File: src/rtl/activity_pkg.sv
// Shared types and defaults for the activity pulse generator: FSM state
// encoding, default rate table and parameter-range helpers.
package activity_pkg;

  typedef enum logic [1:0] {
    ST_IDLE = 2'd0,
    ST_RUN  = 2'd1,
    ST_HOLD = 2'd2,
    ST_DONE = 2'd3
  } state_e;

  localparam int DEF_PERIOD_W  = 20;
  localparam int DEF_PERIOD_M0 = 100000;
  localparam int DEF_PERIOD_M1 = 50000;
  localparam int DEF_PERIOD_M2 = 25000;
  localparam int DEF_PERIOD_M3 = 10000;
  localparam int DEF_PULSE_LEN = 4;
  localparam int DEF_CNT_W     = 16;

  function automatic int min4(input int a, input int b, input int c, input int d);
    int m;
    m = a;
    if (b < m) m = b;
    if (c < m) m = c;
    if (d < m) m = d;
    return m;
  endfunction

  function automatic int max4(input int a, input int b, input int c, input int d);
    int m;
    m = a;
    if (b > m) m = b;
    if (c > m) m = c;
    if (d > m) m = d;
    return m;
  endfunction

endpackage

File: src/rtl/period_timer.sv
// Phase counter for one pulse period: load restarts at phase 0, advance steps
// the phase, and the period value is only re-sampled when the phase wraps.
module period_timer
  import activity_pkg::*;
#(
  parameter int PERIOD_W     = DEF_PERIOD_W,
  parameter int RESET_PERIOD = DEF_PERIOD_M0
) (
  input  logic                clk,
  input  logic                reset,
  input  logic                i_load,
  input  logic                i_advance,
  input  logic [PERIOD_W-1:0] i_period,
  output logic [PERIOD_W-1:0] o_phase,
  output logic                o_wrap
);

  logic [PERIOD_W-1:0] r_phase;
  logic [PERIOD_W-1:0] r_period;
  logic                w_wrap;

  assign w_wrap  = i_advance && (r_phase == (r_period - PERIOD_W'(1)));
  assign o_wrap  = w_wrap;
  assign o_phase = r_phase;

  // NOTE: clocked state uses non-blocking (<=) so every flop samples pre-edge values.
  always_ff @(posedge clk or posedge reset) begin
    if (reset) begin
      r_phase  <= '0;
      r_period <= PERIOD_W'(RESET_PERIOD);
    end else if (i_load || w_wrap) begin
      r_phase  <= '0;
      r_period <= i_period;
    end else if (i_advance) begin
      r_phase  <= r_phase + 1'b1;
    end
  end

endmodule

File: src/rtl/activity_pulse_gen.sv
// Rate-selectable pulse-train generator with pause, stop, optional burst
// length and a saturating count of pulses emitted since the last start.
module activity_pulse_gen
  import activity_pkg::*;
#(
  parameter int PERIOD_W  = DEF_PERIOD_W,
  parameter int PERIOD_M0 = DEF_PERIOD_M0,
  parameter int PERIOD_M1 = DEF_PERIOD_M1,
  parameter int PERIOD_M2 = DEF_PERIOD_M2,
  parameter int PERIOD_M3 = DEF_PERIOD_M3,
  parameter int PULSE_LEN = DEF_PULSE_LEN,
  parameter int BURST_LEN = 0,
  parameter int CNT_W     = DEF_CNT_W
) (
  input  logic             clk,
  input  logic             reset,
  input  logic [1:0]       MODE,
  input  logic             START,
  input  logic             STOP,
  input  logic             PAUSE,
  output logic             pulse_out,
  output logic [CNT_W-1:0] pulse_count,
  output logic             running,
  output logic             done
);

  localparam int     MIN_PERIOD   = min4(PERIOD_M0, PERIOD_M1, PERIOD_M2, PERIOD_M3);
  localparam int     MAX_PERIOD   = max4(PERIOD_M0, PERIOD_M1, PERIOD_M2, PERIOD_M3);
  localparam longint PERIOD_LIMIT = longint'(1) << PERIOD_W;
  localparam bit     BURST_EN     = (BURST_LEN > 0);
  localparam int     BURST_W      = (BURST_LEN > 1) ? $clog2(BURST_LEN) : 1;
  localparam int     BURST_LAST   = BURST_EN ? BURST_LEN - 1 : 0;

  if (MIN_PERIOD < 2 || MAX_PERIOD >= PERIOD_LIMIT || PULSE_LEN < 1 ||
      PULSE_LEN >= MIN_PERIOD || BURST_LEN < 0 || CNT_W < 1) begin : g_param_error
    $error("activity_pulse_gen: illegal period, pulse or width parameters");
  end

  state_e              r_state;
  state_e              w_state_next;
  logic [PERIOD_W-1:0] w_mode_period;
  logic [PERIOD_W-1:0] w_phase;
  logic                w_wrap;
  logic                w_load;
  logic                w_advance;
  logic                w_burst_last;
  logic                w_pulse_next;
  logic                r_pulse_out;
  logic [CNT_W-1:0]    r_pulse_count;
  logic [BURST_W-1:0]  r_burst_cnt;

  // NOTE: every always_comb output gets a default first so no path infers a latch.
  always_comb begin
    w_mode_period = PERIOD_W'(PERIOD_M3);
    case (MODE)
      2'd0:    w_mode_period = PERIOD_W'(PERIOD_M0);
      2'd1:    w_mode_period = PERIOD_W'(PERIOD_M1);
      2'd2:    w_mode_period = PERIOD_W'(PERIOD_M2);
      default: w_mode_period = PERIOD_W'(PERIOD_M3);
    endcase
  end

  period_timer #(
    .PERIOD_W     (PERIOD_W),
    .RESET_PERIOD (PERIOD_M0)
  ) u_period_timer (
    .clk       (clk),
    .reset     (reset),
    .i_load    (w_load),
    .i_advance (w_advance),
    .i_period  (w_mode_period),
    .o_phase   (w_phase),
    .o_wrap    (w_wrap)
  );

  assign w_burst_last = BURST_EN && (r_burst_cnt == BURST_W'(BURST_LAST));

  always_ff @(posedge clk or posedge reset) begin
    if (reset) r_state <= ST_IDLE;
    else       r_state <= w_state_next;
  end

  // STOP outranks PAUSE and burst completion; START only matters in IDLE.
  always_comb begin
    w_state_next = r_state;
    case (r_state)
      ST_IDLE: if (START && !STOP) w_state_next = ST_RUN;
      ST_RUN, ST_HOLD: begin
        if (STOP)                      w_state_next = ST_IDLE;
        else if (PAUSE)                w_state_next = ST_HOLD;
        else if (w_wrap && w_burst_last) w_state_next = ST_DONE;
        else                           w_state_next = ST_RUN;
      end
      ST_DONE: w_state_next = ST_IDLE;
      default: w_state_next = ST_IDLE;
    endcase
  end

  always_comb begin
    running   = 1'b0;
    done      = 1'b0;
    w_load    = 1'b0;
    w_advance = 1'b0;
    case (r_state)
      ST_IDLE: w_load = START && !STOP;
      ST_RUN, ST_HOLD: begin
        running   = 1'b1;
        w_advance = !STOP && !PAUSE;
      end
      ST_DONE: done = 1'b1;
      default: ;
    endcase
  end

  // pulse_out is registered from the phase it will show next cycle.
  always_comb begin
    w_pulse_next = 1'b0;
    if (w_load) begin
      w_pulse_next = 1'b1;
    end else if (w_state_next == ST_RUN || w_state_next == ST_HOLD) begin
      if (!w_advance)  w_pulse_next = r_pulse_out;
      else if (w_wrap) w_pulse_next = 1'b1;
      else             w_pulse_next = (w_phase < PERIOD_W'(PULSE_LEN - 1));
    end
  end

  always_ff @(posedge clk or posedge reset) begin
    if (reset) begin
      r_pulse_out   <= 1'b0;
      r_pulse_count <= '0;
      r_burst_cnt   <= '0;
    end else begin
      r_pulse_out <= w_pulse_next;
      if (w_load) begin
        r_pulse_count <= '0;
        r_burst_cnt   <= '0;
      end else begin
        if (w_advance && (w_phase == '0) && (r_pulse_count != {CNT_W{1'b1}}))
          r_pulse_count <= r_pulse_count + 1'b1;
        if (w_wrap)
          r_burst_cnt <= r_burst_cnt + 1'b1;
      end
    end
  end

  assign pulse_out   = r_pulse_out;
  assign pulse_count = r_pulse_count;

endmodule

File: config.mk
export PLATFORM = sky130hd
export DESIGN_NAME = activity_pulse_gen
export DESIGN_NICKNAME = d
export VERILOG_FILES = /design/src/rtl/activity_pkg.sv /design/src/rtl/period_timer.sv /design/src/rtl/activity_pulse_gen.sv
export SDC_FILE = /design/constraint.sdc
export NUM_CORES = 1
export LEC_CHECK = 0
export ABC_AREA = 1
export CORE_AREA = 8 8 97 99
export CTS_CLUSTER_DIAMETER = 150
export CTS_CLUSTER_SIZE = 20
export DETAILED_ROUTE_END_ITERATION = 10
export DIE_AREA = 0 0 105 107
export GPL_TIMING_DRIVEN = 0
export SLEW_MARGIN = 25
export SYNTH_ARGS = -nofsm -noshare
export SYNTH_HDL_FRONTEND = slang
export SYNTH_SLANG_ARGS = --single-unit
File: constraint.sdc
create_clock -name clk -period 4.9 [get_ports clk]
set_input_delay 0.98 -clock clk [delete_from_list [all_inputs] [get_ports clk]]
set_output_delay 0.98 -clock clk [all_outputs]
set_load 0.1 [all_outputs]
# [Word level (Yosys, flattened, before mapping)]
# Cells that the tools add are included.
[totals] ff_bits=59 mem_count=0 ramBits=0 rom_bits=0 latch_bits=0 in_bits=7 elab_cells=51 output_inout_bits=19
[classes] bitwise=0 n_reduce_logical=15 n_mux=17 n_div=0 addsub=3 shifts=0 eq_ne=10 multipliers=0 order_cmp=1
[ops] operator="case mux 17 bit (3 select lines)" count=1
[ops] operator="two-way mux 20 bit" count=2
[ops] operator="two-way mux 16 bit" count=2
[ops] operator="adder 20 x 1 -> 20 bit, second input constant" count=1
[ops] operator="equality test 20 bit" count=1
[ops] operator="logical NOT 20 bit" count=1
[ops] operator="less-than comparator 20 x 2 -> 1 bit, second input constant" count=1
[ops] operator="subtractor 20 x 1 -> 20 bit, second input constant" count=1
[ops] operator="adder 16 x 1 -> 16 bit, second input constant" count=1
[ops] operator="inequality test 16 bit, second input constant" count=1
[ops] operator="equality test 2 bit, second input constant" count=4
[ops] operator="two-way mux 1 bit" count=8
[ops] operator="equality test 2 x 1 -> 1 bit, second input constant" count=3
[ops] operator="two-way mux 2 bit" count=3
[ops] operator="case mux 2 bit (3 select lines)" count=1
[ops] operator="logical AND 1 bit" count=5
[ops] operator="logical NOT 2 bit" count=2
[ops] operator="nonzero test 2 bit" count=2
[ops] operator="inequality test 3 x 1 -> 1 bit, second input constant" count=1
[ops] operator="logical NOT 1 bit" count=2
[ops] operator="logical OR 1 bit" count=2
[ops] operator="OR reduction 2 bit" count=1

# [Logic depth before layout (Yosys ltp)]
[depth] depth_word=8 ltp_mapped=17

# [By module]
# From an unflattened synthesis, not the netlist that was laid out.
[unflattened] hier_cells=665 hier_area_um2=4498.1
[modules_own_cells] mod="period_timer" n_inst=1 cells_each=419 area_per_inst_um2=2834.0
[modules_own_cells] mod="activity_pulse_gen" n_inst=1 cells_each=246 area_per_inst_um2=1664.1

# [Worst setup path before layout]
# No wires, ideal clock.
[synth_path] path_kind="register to register" startpoint="reg r_pulse_count[0] (netlist: pulse_count[0])" endpoint="reg r_pulse_count[8] (netlist: pulse_count[8])" required_time_ps=4769 slack_ps=2188 setup_ps=131 n_path_buf=1 arrival_time_ps=2581 stages_incl_launch_ff=12 path_cell_list="dfrtp_1 -> ha_1 -> nand2_1 -> nor2_2 -> nand3_1 -> nor2_1 -> nand2_1 -> o211ai_4 -> nand2_2 -> buf_4 -> nand4_1 -> o21ai_0"
[synth_between] elab_chain_cells=3 word_cells_on_any_way=6
[synth_lines] element="start: declaration" line_no="activity_pulse_gen.sv:49" source="logic [CNT_W-1:0] r_pulse_count;"
[synth_lines] element="start signal: assignment" line_no="activity_pulse_gen.sv:139" source="r_pulse_count <= r_pulse_count + 1'b1;"
[synth_lines] element="adder 16 x 1 -> 16 bit or inequality test 16 bit (tied branches)" line_no="activity_pulse_gen.sv:139, activity_pulse_gen.sv:138"
[synth_lines] element="two-way mux 16 bit or logical AND 1 bit (tied branches)" line_no="activity_pulse_gen.sv:138" source="if (w_advance && (w_phase == '0) && (r_pulse_count != {CNT_W{1'b1}}))"
[synth_lines] element="two-way mux 16 bit or nonzero test 2 bit (tied branches)"
# Parallel ways exist; a longest one is shown, timed or not. The select of a mux whose other input is x is not followed.
# A chain may end at the register's enable or synchronous reset.

# [Final worst setup path]
[layout_path] startpoint="reg r_state[1]" endpoint="out running"
[layout_between] elab_chain_cells=3 word_cells_on_any_way=4
[layout_lines] element="start: declaration" line_no="activity_pulse_gen.sv:39" source="state_e r_state;"
[layout_lines] element="start signal: assignment" line_no="activity_pulse_gen.sv:80" source="else r_state <= w_state_next;"
[layout_lines] element="equality test 2 x 1 -> 1 bit or equality test 2 bit (tied branches)" line_no="activity_pulse_gen.sv:104" source="case (r_state)"
[layout_lines] element="OR reduction 2 bit (*)" line_no="activity_pulse_gen.sv:104"
[layout_lines] element="two-way mux 1 bit (*)" line_no="activity_pulse_gen.sv:104"
[layout_lines] element="end: declaration" line_no="activity_pulse_gen.sv:23" source="output logic running,"
# Mark *: on every way between the ends. The rest lies on a longest branch, timed or not.

==> flow_metrics.py <==
metrics = {
    "status": {
        "outcome": "finished clean",
    },
    "finish": {
        "fin_util_pct": 49.8,
        "final_cell_mix": "nand2_1, inv_1, nor2_1, nand3_1, dfrtp_1",
        "finalNetCount": 549,
        "drive_gt1_share_pct": 6.79,
        "final_common_cell": "nand2_1",
        "design_area_um2": 3950,
        "areaGrowthSynthToFinish_pct": 13.7,
        "n_antenna_cell": 0,
    },
    "critical_path": {
        "crit_family": "buffers and inverters",
        "crit_type": "reg -> out",
        "crit_buf_inv": 2,
        "timing.rr.start": "r_state[1]",
        "critPathMaxStageDelay_ns": 1.14,
        "cp_slowest_cell": "clkdlybuf4s50_1",
        "cp_cell_sequence": "inv_1 -> ha_1 -> clkdlybuf4s50_1",
        "startpoint": "r_state[1]",
        "crit_fanout": 3,
        "cp.arrival_ns": 2.22,
        "crit_required_ns": 3.92,
        "r2r_setup_slack_ns": 2.52,
        "end_kind": "primary output",
        "worstSetupStartpointType": "register",
    },
    "synthesis": {
        "ys_top_cells_by_area": "dfrtp_1, nand2_1, inv_1, nor2_1, nand3_1",
        "synth-async-reset-ratio_pct": 100,
        "ys_warn_count": 0,
        "synth-edff-count": 0,
        "synth_nets": 517,
        "ys_seq_elements": 50,
        "synth.cell_area_um2": 3470,
        "synth_largest_area_cell": "dfrtp_1",
        "yosysSeqAreaShare_pct": 36.2,
        "syn_inst": 497,
        "synth_top_area_share_pct": 32.4,
        "avgSynthCellArea_um2": 6.98,
        "synth_ff_type": "dfrtp_1",
        "yosysUniqueCellTypes": 35,
    },
    "route": {
        "drt_first_pass_iters": 4,
        "ant_nets": 0,
        "route.detailed.drc": 0,
        "drt_iter0_drc": 92,
        "avgViaCountPerCell": 4.94,
        "post_drt_wl_per_cell_um": 12.9,
        "wirelength_um": 8220,
        "vias": 3136,
    },
    "timing": {
        "setup_viol_count_final": 0,
        "setup_tns_ns": 0,
        "slew_headroom_pct": 33.5,
        "period_minus_slack_ns": 3.20,
        "hold_viol": 0,
        "worst_pin_slew_ns": 0.994,
        "skew_ns": 0.00998,
        "slew_violations": 0,
        "rsz0062_at_grt": "no",
        "min_period_over_period_pct": 65.3,
        "max_freq_mhz": 312,
    },
    "placed_design": {
        "gp_congestion": 0.846,
        "placed_area_um2": 3850,
        "io_buffers": 25,
        "dp_hpwl_um": 6250,
    },
    "grt": {
        "grt_usage_pct": 15.0,
        "grt_pass1_wl_um": 14100,
        "grt.overflow.total": 0,
        "antenna_found_initial": 0,
        "grt_pass1_vias": 3080,
        "grt_max_degree": 51,
    },
    "clock_tree": {
        "clk_pin_slew_ns": 0.09,
        "clock_sinks": 50,
        "clockBufferDepth": 2,
        "postCtsSetupBuffers": 0,
        "clkLatencyLatePin_ns": 0.31,
        "cts-root-buf": "clkbuf_8",
        "cts_buffers": 5,
        "cts_tree": "built",
        "postCtsHoldBufs": 0,
        "cts.repair.resized": 0,
        "h-tree-depth": 2,
    },
    "worst_hold_path": {
        "hold_path_class": "reg -> reg",
        "hp-start": "u_period_timer.r_period[10]",
    },
    "floorplanning": {
        "core_um2": 7930,
        "die_area_um2": 11200,
        "num_rows": 33,
        "pin_count": 26,
        "start_util_pct": 43.8,
        "die_height_um": 107,
        "fp.dieW_um": 105,
    },
    "pwr": {
        "power.clock.fraction_pct": 13.0,
        "switching_share_pct": 51.7,
        "p_per_area_nw_per_um2": 495,
        "power.internal_uw": 944,
        "ir_worst_vdd_mv": 0.316,
        "leakagePower_uw": 0.00192,
        "seq_power_share_pct": 32.7,
        "power_frac_comb_pct": 54.3,
        "power.net_switching_uw": 1010,
    },
    "run": {
        "drv_cap": 0,
    },
}
==> registers in the layout, indices dropped and copies added, names as in the netlist <==
name,count
u_period_timer.o_phase,20
pulse_count,16
u_period_timer.r_period,11
r_state,2
pulse_out,1
==> area by class of cell <==
class | instances | area [um2]
plain buffers | 9 | 61.3
clock buffers | 7 | 86.3
clock inverters | 1 | 5.00
fillers | 819 | 3980
inverters | 76 | 288
multi-input cells | 362 | 1870
flip-flops and latches | 50 | 1260
well taps | 105 | 131
repair buffers | 25 | 250
==> stage by stage <==
step	power, uW	std cells	worst slack (ns)	hold WS (ns)
after floorplan	1470	497	2.19	0.470
after global placement	1690	627	1.65	0.486
after detailed placement	1710	627	1.76	0.496
after CTS	1970	635	1.68	0.513
after global routing	2100	635	1.63	0.538
final	1950	635	1.70	0.514
==> per-layer routing <==
layer | vias to the layer above | GRT usage (%) | wire, um
met5 | - | 0 | 0
met4 | 0 | 5.40 | 193
met1 | 1434 | 19.1 | 3950
met3 | 13 | 2.28 | 264
met2 | 59 | 25.2 | 3820
li1 | 1630 | - | -
==> Yosys cell counts, types with 2 or more instances <==
master / count
a21oi_1: 4
buf_4: 3
buf_6: 2
clkbuf_1: 3
dfrtp_1: 45
dfstp_2: 5
ha_1: 13
inv_1: 75
nand2_1: 132
nand2_2: 4
nand3_1: 45
nand3b_1: 2
nand4_1: 14
nor2_1: 64
nor2_2: 4
nor2_4: 3
nor3_1: 15
nor4_1: 2
o21ai_0: 16
o21ai_1: 8
o31ai_1: 2
xnor2_1: 4
xor2_1: 20
==> worst reg2reg max path, cell delays in order (launching register included) <==
cell	delay [ns]
dfrtp_1	0.38
inv_1	0.07
ha_1	0.32
nand2_1	0.17
inv_1	0.19
nand2_1	0.07
nor2_1	0.08
nand2_1	0.07
nor2_1	0.12
nand3_1	0.12
nor2_1	0.13
nand3_2	0.14
nand2_2	0.13
buf_4	0.21
nor2_1	0.07
==> worst paths after layout <==
path	endpoint	cells past startpoint
max	running	3
min	u_period_timer.r_period[10]	2
max reg2reg	u_period_timer.o_phase[2]	14
min reg2reg	u_period_timer.r_period[10]	2
max in group asynchronous	u_period_timer.o_phase[17]	2
min in group asynchronous	pulse_count[15]	2
==> power by group through the flow <==
stage,Clock (uW),Sequential [uW],Combinational [uW]
2_1_floorplan,0,874,596
3_3_place_gp,0,641,1050
3_5_place_dp,0,643,1060
4_1_cts,263,637,1070
5_1_grt,276,653,1170
6_report,254,638,1060
==> kinds of logic (layout without fill, tap and decap cells) <==
kind of cell / count (synthesis) / in the layout / synth area share (%)
flip-flops: 50 / 50 / 36.2
AND/OR/NAND/NOR: 290 / 290 / 37.1
XOR/XNOR: 24 / 24 / 6.06
buffers and inverters: 85 / 118 / 9.99
AO/OA/AOI/OAI: 35 / 35 / 5.91
adder cells (fa/ha/maj): 13 / 13 / 4.69
(Power assumes the default switching activity.)
